## src/rtl/bram_pkg.sv

```systemverilog
// Shared types and helpers for the simple-dual-port block RAM.
package bram_pkg;

  typedef enum logic [1:0] {
    RD_NO_CHANGE,
    RD_READ_FIRST,
    RD_WRITE_FIRST
  } rd_mode_t;

  typedef enum logic {
    StInit,
    StReady
  } seq_state_e;

  function automatic int unsigned col_width(input int unsigned data_width,
                                            input int unsigned num_col);
    return data_width / num_col;
  endfunction

endpackage

```

## src/rtl/bram_sdp_core.sv

```systemverilog
// Flat storage array with per-column write and a registered read port, kept simple so
// synthesis maps it straight onto block RAM.
module bram_sdp_core
  import bram_pkg::*;
#(
  parameter int unsigned ADDR_WIDTH = 4,
  parameter int unsigned DATA_WIDTH = 8,
  parameter int unsigned NUM_COL    = 1
) (
  input  logic                  clk_i,
  input  logic                  rst_i,
  input  logic [NUM_COL-1:0]    we_i,
  input  logic [ADDR_WIDTH-1:0] waddr_i,
  input  logic [DATA_WIDTH-1:0] wdata_i,
  input  logic                  re_i,
  input  logic [ADDR_WIDTH-1:0] raddr_i,
  output logic [DATA_WIDTH-1:0] rdata_o
);

  localparam int unsigned ColW  = col_width(DATA_WIDTH, NUM_COL);
  localparam int unsigned Depth = 2 ** ADDR_WIDTH;

  logic [DATA_WIDTH-1:0] mem_q [Depth];
  logic [DATA_WIDTH-1:0] rdata_q;

  always_ff @(posedge clk_i) begin
    for (int i = 0; i < int'(NUM_COL); i++) begin
      if (we_i[i]) begin
        mem_q[waddr_i][i*ColW +: ColW] <= wdata_i[i*ColW +: ColW];
      end
    end
  end

  // Output register uses the BRAM's synchronous output reset; the array itself is not reset.
  always_ff @(posedge clk_i) begin
    if (rst_i) begin
      rdata_q <= '0;
    end else if (re_i) begin
      rdata_q <= mem_q[raddr_i];
    end
  end

  assign rdata_o = rdata_q;

endmodule

```

## src/rtl/bram_sdp.sv

```systemverilog
// Simple-dual-port RAM wrapper: clear sequencer, read acceptance, read-during-write policy
// and optional output register around the flat storage core.
module bram_sdp
  import bram_pkg::*;
#(
  parameter int unsigned ADDR_WIDTH     = 4,
  parameter int unsigned DATA_WIDTH     = 8,
  parameter int unsigned NUM_COL        = 1,
  parameter rd_mode_t    RD_MODE        = RD_NO_CHANGE,
  parameter bit          OUT_REG        = 1'b0,
  parameter bit          CLEAR_ON_RESET = 1'b0
) (
  input  logic                  clk_i,
  input  logic                  rst_i,
  input  logic [NUM_COL-1:0]    wr_en_i,
  input  logic [ADDR_WIDTH-1:0] wr_addr_i,
  input  logic [DATA_WIDTH-1:0] wr_data_i,
  input  logic                  rd_en_i,
  input  logic [ADDR_WIDTH-1:0] rd_addr_i,
  output logic [DATA_WIDTH-1:0] rd_data_o,
  output logic                  rd_valid_o,
  output logic                  init_busy_o
);

  localparam int unsigned ColW  = col_width(DATA_WIDTH, NUM_COL);
  localparam int unsigned Depth = 2 ** ADDR_WIDTH;
  localparam logic [ADDR_WIDTH:0] LastAddr = (ADDR_WIDTH + 1)'(Depth - 1);

  if (DATA_WIDTH % NUM_COL != 0) begin : g_bad_cols
    $error("DATA_WIDTH must be a multiple of NUM_COL");
  end

  seq_state_e            state_q;
  logic [ADDR_WIDTH:0]   cnt_q;
  logic                  in_init;
  logic                  acc;
  logic [NUM_COL-1:0]    core_we;
  logic [ADDR_WIDTH-1:0] core_waddr;
  logic [DATA_WIDTH-1:0] core_wdata;
  logic [DATA_WIDTH-1:0] core_rdata;
  logic [DATA_WIDTH-1:0] wf_mask_d, wf_mask_q, wf_data_q;
  logic                  valid1_q;
  logic [DATA_WIDTH-1:0] stage1_data;

  always_ff @(posedge clk_i) begin
    if (rst_i) begin
      state_q <= CLEAR_ON_RESET ? StInit : StReady;
      cnt_q   <= '0;
    end else if (state_q == StInit) begin
      cnt_q <= cnt_q + 1'b1;
      if (cnt_q == LastAddr) begin
        state_q <= StReady;
      end
    end
  end

  assign in_init     = (state_q == StInit);
  assign init_busy_o = in_init;

  // The clear sequencer owns the write port while INIT; reset blocks all writes.
  always_comb begin
    core_we    = '0;
    core_waddr = wr_addr_i;
    core_wdata = wr_data_i;
    if (!rst_i) begin
      if (in_init) begin
        core_we    = '1;
        core_waddr = cnt_q[ADDR_WIDTH-1:0];
        core_wdata = '0;
      end else begin
        core_we = wr_en_i;
      end
    end
  end

  assign acc = !rst_i && !in_init && rd_en_i && !(RD_MODE == RD_NO_CHANGE && |wr_en_i);

  always_comb begin
    wf_mask_d = '0;
    if (RD_MODE == RD_WRITE_FIRST && rd_addr_i == wr_addr_i) begin
      for (int i = 0; i < int'(NUM_COL); i++) begin
        wf_mask_d[i*ColW +: ColW] = {ColW{wr_en_i[i]}};
      end
    end
  end

  // Bypass capture advances only with an accepted read so stage 1 holds as a unit.
  always_ff @(posedge clk_i) begin
    if (rst_i) begin
      valid1_q  <= 1'b0;
      wf_mask_q <= '0;
      wf_data_q <= '0;
    end else begin
      valid1_q <= acc;
      if (acc) begin
        wf_mask_q <= wf_mask_d;
        wf_data_q <= wr_data_i;
      end
    end
  end

  bram_sdp_core #(
    .ADDR_WIDTH (ADDR_WIDTH),
    .DATA_WIDTH (DATA_WIDTH),
    .NUM_COL    (NUM_COL)
  ) u_core (
    .clk_i   (clk_i),
    .rst_i   (rst_i),
    .we_i    (core_we),
    .waddr_i (core_waddr),
    .wdata_i (core_wdata),
    .re_i    (acc),
    .raddr_i (rd_addr_i),
    .rdata_o (core_rdata)
  );

  assign stage1_data = (core_rdata & ~wf_mask_q) | (wf_data_q & wf_mask_q);

  if (OUT_REG) begin : g_out_reg
    logic [DATA_WIDTH-1:0] rd_data_q;
    logic                  rd_valid_q;

    always_ff @(posedge clk_i) begin
      if (rst_i) begin
        rd_data_q  <= '0;
        rd_valid_q <= 1'b0;
      end else begin
        rd_valid_q <= valid1_q;
        if (valid1_q) begin
          rd_data_q <= stage1_data;
        end
      end
    end

    assign rd_data_o  = rd_data_q;
    assign rd_valid_o = rd_valid_q;
  end else begin : g_no_out_reg
    assign rd_data_o  = stage1_data;
    assign rd_valid_o = valid1_q;
  end

endmodule
```

## config.mk

```make
export PLATFORM = sky130hd
export DESIGN_NAME = bram_sdp
export DESIGN_NICKNAME = d
export VERILOG_FILES = /design/src/rtl/bram_pkg.sv /design/src/rtl/bram_sdp_core.sv /design/src/rtl/bram_sdp.sv
export SDC_FILE = /design/constraint.sdc
export NUM_CORES = 1
export LEC_CHECK = 0
export ABC_AREA = 1
export BUFFER_PORTS_ARGS = -buffer_cell sky130_fd_sc_hd__buf_2
export CAP_MARGIN = 25
export CORE_UTILIZATION = 55
export CTS_CLUSTER_DIAMETER = 60
export CTS_CLUSTER_SIZE = 30
export DETAILED_ROUTE_END_ITERATION = 12
export PLACE_DENSITY = 0.74
export SETUP_SLACK_MARGIN = 0.5
export SYNTH_ARGS = -nofsm -noshare
export SYNTH_HDL_FRONTEND = slang
export SYNTH_HIERARCHICAL = 1
export SYNTH_SLANG_ARGS = --single-unit
```

## constraint.sdc

```tcl
create_clock -name clk_i -period 1.7 [get_ports clk_i]
set_input_delay 0.34 -clock clk_i [delete_from_list [all_inputs] [get_ports clk_i]]
set_output_delay 0.34 -clock clk_i [all_outputs]
set_load 0.05 [all_outputs]
```

==> results.yml <==
synthesis:
  synth_cell_type_count: 22
  seq_area_frac_synth_pct: 68.5
  synth-seq-cells: 143
  synth.avg_cell_area_um2: 10.8
  synth_fp_nets: 583
  ys_warn_count: 6
  syn_area_um2: 6050
  netlist_instances: 561
detailed_routing:
  dr.first_iter.drc_count: 557
  drc: 0
  dr.pass1.iters: 5
  postRouteAntennaNets: 0
  wl_per_cell_um: 18.8
  drt-total-wl_um: 14500
  vias: 4391
  viasPerCell: 5.70
critical_path:
  path_buf_inv: 3
  worst-path-max-fanout: 7
  worst_path_dominant_cell_family: "flip-flops"
  slowest_delay_ns: 0.42
  rrSetupSlack_ns: 0.12
  crit_type: "reg2out"
  crit_slowest_cell: "dfxtp_4"
  worstPathRequired_ns: 1.36
  cp-start-kind: "register"
  crit_chain: "buf_6 > inv_8 > buf_12"
  worst_ep_arrival_time_ns: 1.25
  cp-end-kind: "output pin"
clock_tree:
  cts_root_buffer: "clkbuf_8"
  hold_buffers: 0
  htreeDepth: 4
  numCtsBuffers: 17
  clockBufferDepth: 2
  clk_latency_ns: 0.53
  clk_pin_slew_worst_paths_ns: 0.06
  cts.sinks: 143
  cts_tree: "yes"
global_routing:
  grt_max_degree: 33
  grt_pass1_vias: 4300
  grt_pass1_wl_um: 22300
  antenna_found_initial: 0
  overflow: 0
  gr-usage-all-layers_pct: 27.4
place:
  io_buffers: 29
  dp_cells: 733
  hpwlAfterDp_um: 9120
  dp_slack_ns: -0.120
  gp_congestion: 0.909
die:
  rows: 37
  io_pins: 30
  die-area_um2: 11400
  core_region_area_um2: 10500
  die-height_um: 107
  die_x_um: 107
  initial_core_util_pct: 57.5
sta:
  rsz0062_at_grt: "yes"
  hold_ws_ns: 0.120
  tns_ns: 0
  final_hold_viol_count: 0
  skew_ns: 0.00497
  fmax_ghz: 0.629
  worstMarginPinSlew_ns: 0.540
  setup_viol: 0
  finalCriticalPeriod_ns: 1.59
  slew_viol_final: 0
  finalCritPeriodShare_pct: 93.5
  max_slew_margin_pct: 64.0
  setup_ws_ns: 0.110
power_and_ir_drop:
  pwr-share-clk_pct: 45.4
  leakage_uw: 0.00287
  internal_power_uw: 6370
  peakVddDrop_uv: 900
  swShare_pct: 21.3
  power.switching_uw: 1730
  pwr-share-seq_pct: 47.6
  combinationalPowerShare_pct: 7.0
  powerDensity_nw_per_um2: 1120
final_layout:
  mostFrequentLayoutCell: "nand2_1"
  diodes: 0
  utilization_pct: 69.0
  final_cells: 771
  syn_to_final_growth_pct: 20.0
  layout_common_cells: "177 x nand2_1, 128 x edfxtp_1, 106 x nand3_1"
  fin_nets: 644
  drive_gt1_share_pct: 21.3
status:
  outcome: "completed"
hold_path:
  min_path_type: "in2reg"
flow_run:
  drv_cap: 0
path summary, 6_finish.rpt:
path / startpoint / endpoint / cells past startpoint
setup / recovery: state_q / init_busy_o / 3
hold / removal: rd_en_i / rd_valid_o / 3
setup reg to reg: state_q / u_core/mem_q[7][2] / 6
hold reg to reg: cnt_q[4] / cnt_q[4] / 2
flip-flops by register name, indices dropped and copies added (netlist names):
| register | flops |
|---|---|
| u_core/mem_q | 128 |
| u_core/rdata_o | 8 |
| cnt_q | 5 |
| rd_valid_o | 1 |
| state_q | 1 |
cell usage after synthesis, drive strengths merged:
cell type    n  area share (%)
buf         29             3.9
nand3b       2            0.25
ha           2            0.41
dfxtp       15             5.0
a21oi        4            0.33
edfxtp     128              64
nand3      108             8.9
o21ai        7            0.58
inv         29             1.8
clkbuf       1           0.062
and3         1            0.10
nor2        50             3.5
nand2      185              12
logic make-up after synthesis:
family	count (synthesis)	share of synthesized area [%]
AO/OA/AOI/OAI	11	0.910
AND/OR/NAND/NOR	346	24.4
adder cells (fa/ha/maj)	2	0.414
flip-flops	143	68.5
buffers and inverters	59	5.79
worst register-to-register path, delay by kind of cell (launching register included):
kind | cells | cell delay, ns
flops | 1 | 0.38
compound gates | 1 | 0.17
buf+inv | 2 | 0.33
simple gates | 3 | 0.40
metrics by stage:
stage	total power, µW	cell area (µm²)
final	8100	7250
after global routing	8330	7250
after CTS	8120	7170
after detailed placement	4460	6480
after global placement	4440	6480
after floorplan	4290	6120
metal layers:
| layer | routed length [µm] | global-route usage (%) |
|---|---|---|
| met5 | 0 | 0 |
| met4 | 512 | 13.9 |
| met3 | 1260 | 7.29 |
| met2 | 6970 | 43.2 |
| met1 | 5730 | 35.0 |
power by group through the flow:
stage,registers (µW),clock network (µW),logic [µW]
after detailed placement,3930,0,527
final,3860,3680,563
after global placement,3930,0,513
after CTS,3860,3720,542
after floorplan,3970,0,318
after global routing,3860,3860,611
cell type report:
type / count / area, µm²
Sequential cell: 143 / 4150
Fill cell: 718 / 3250
Multi-Input combinational cell: 359 / 1670
Timing Repair Buffer: 72 / 561
Clock buffer: 19 / 422
Clock inverter: 13 / 170
Tap cell: 136 / 170
Inverter: 29 / 116
what timing repair did:
item	CTS	global route
pin swaps	7	7
gates resized for setup	22	21
setup buffers	5	1
setup endpoints to repair	275	276
Note: power is estimated with default switching activity, not from simulation.
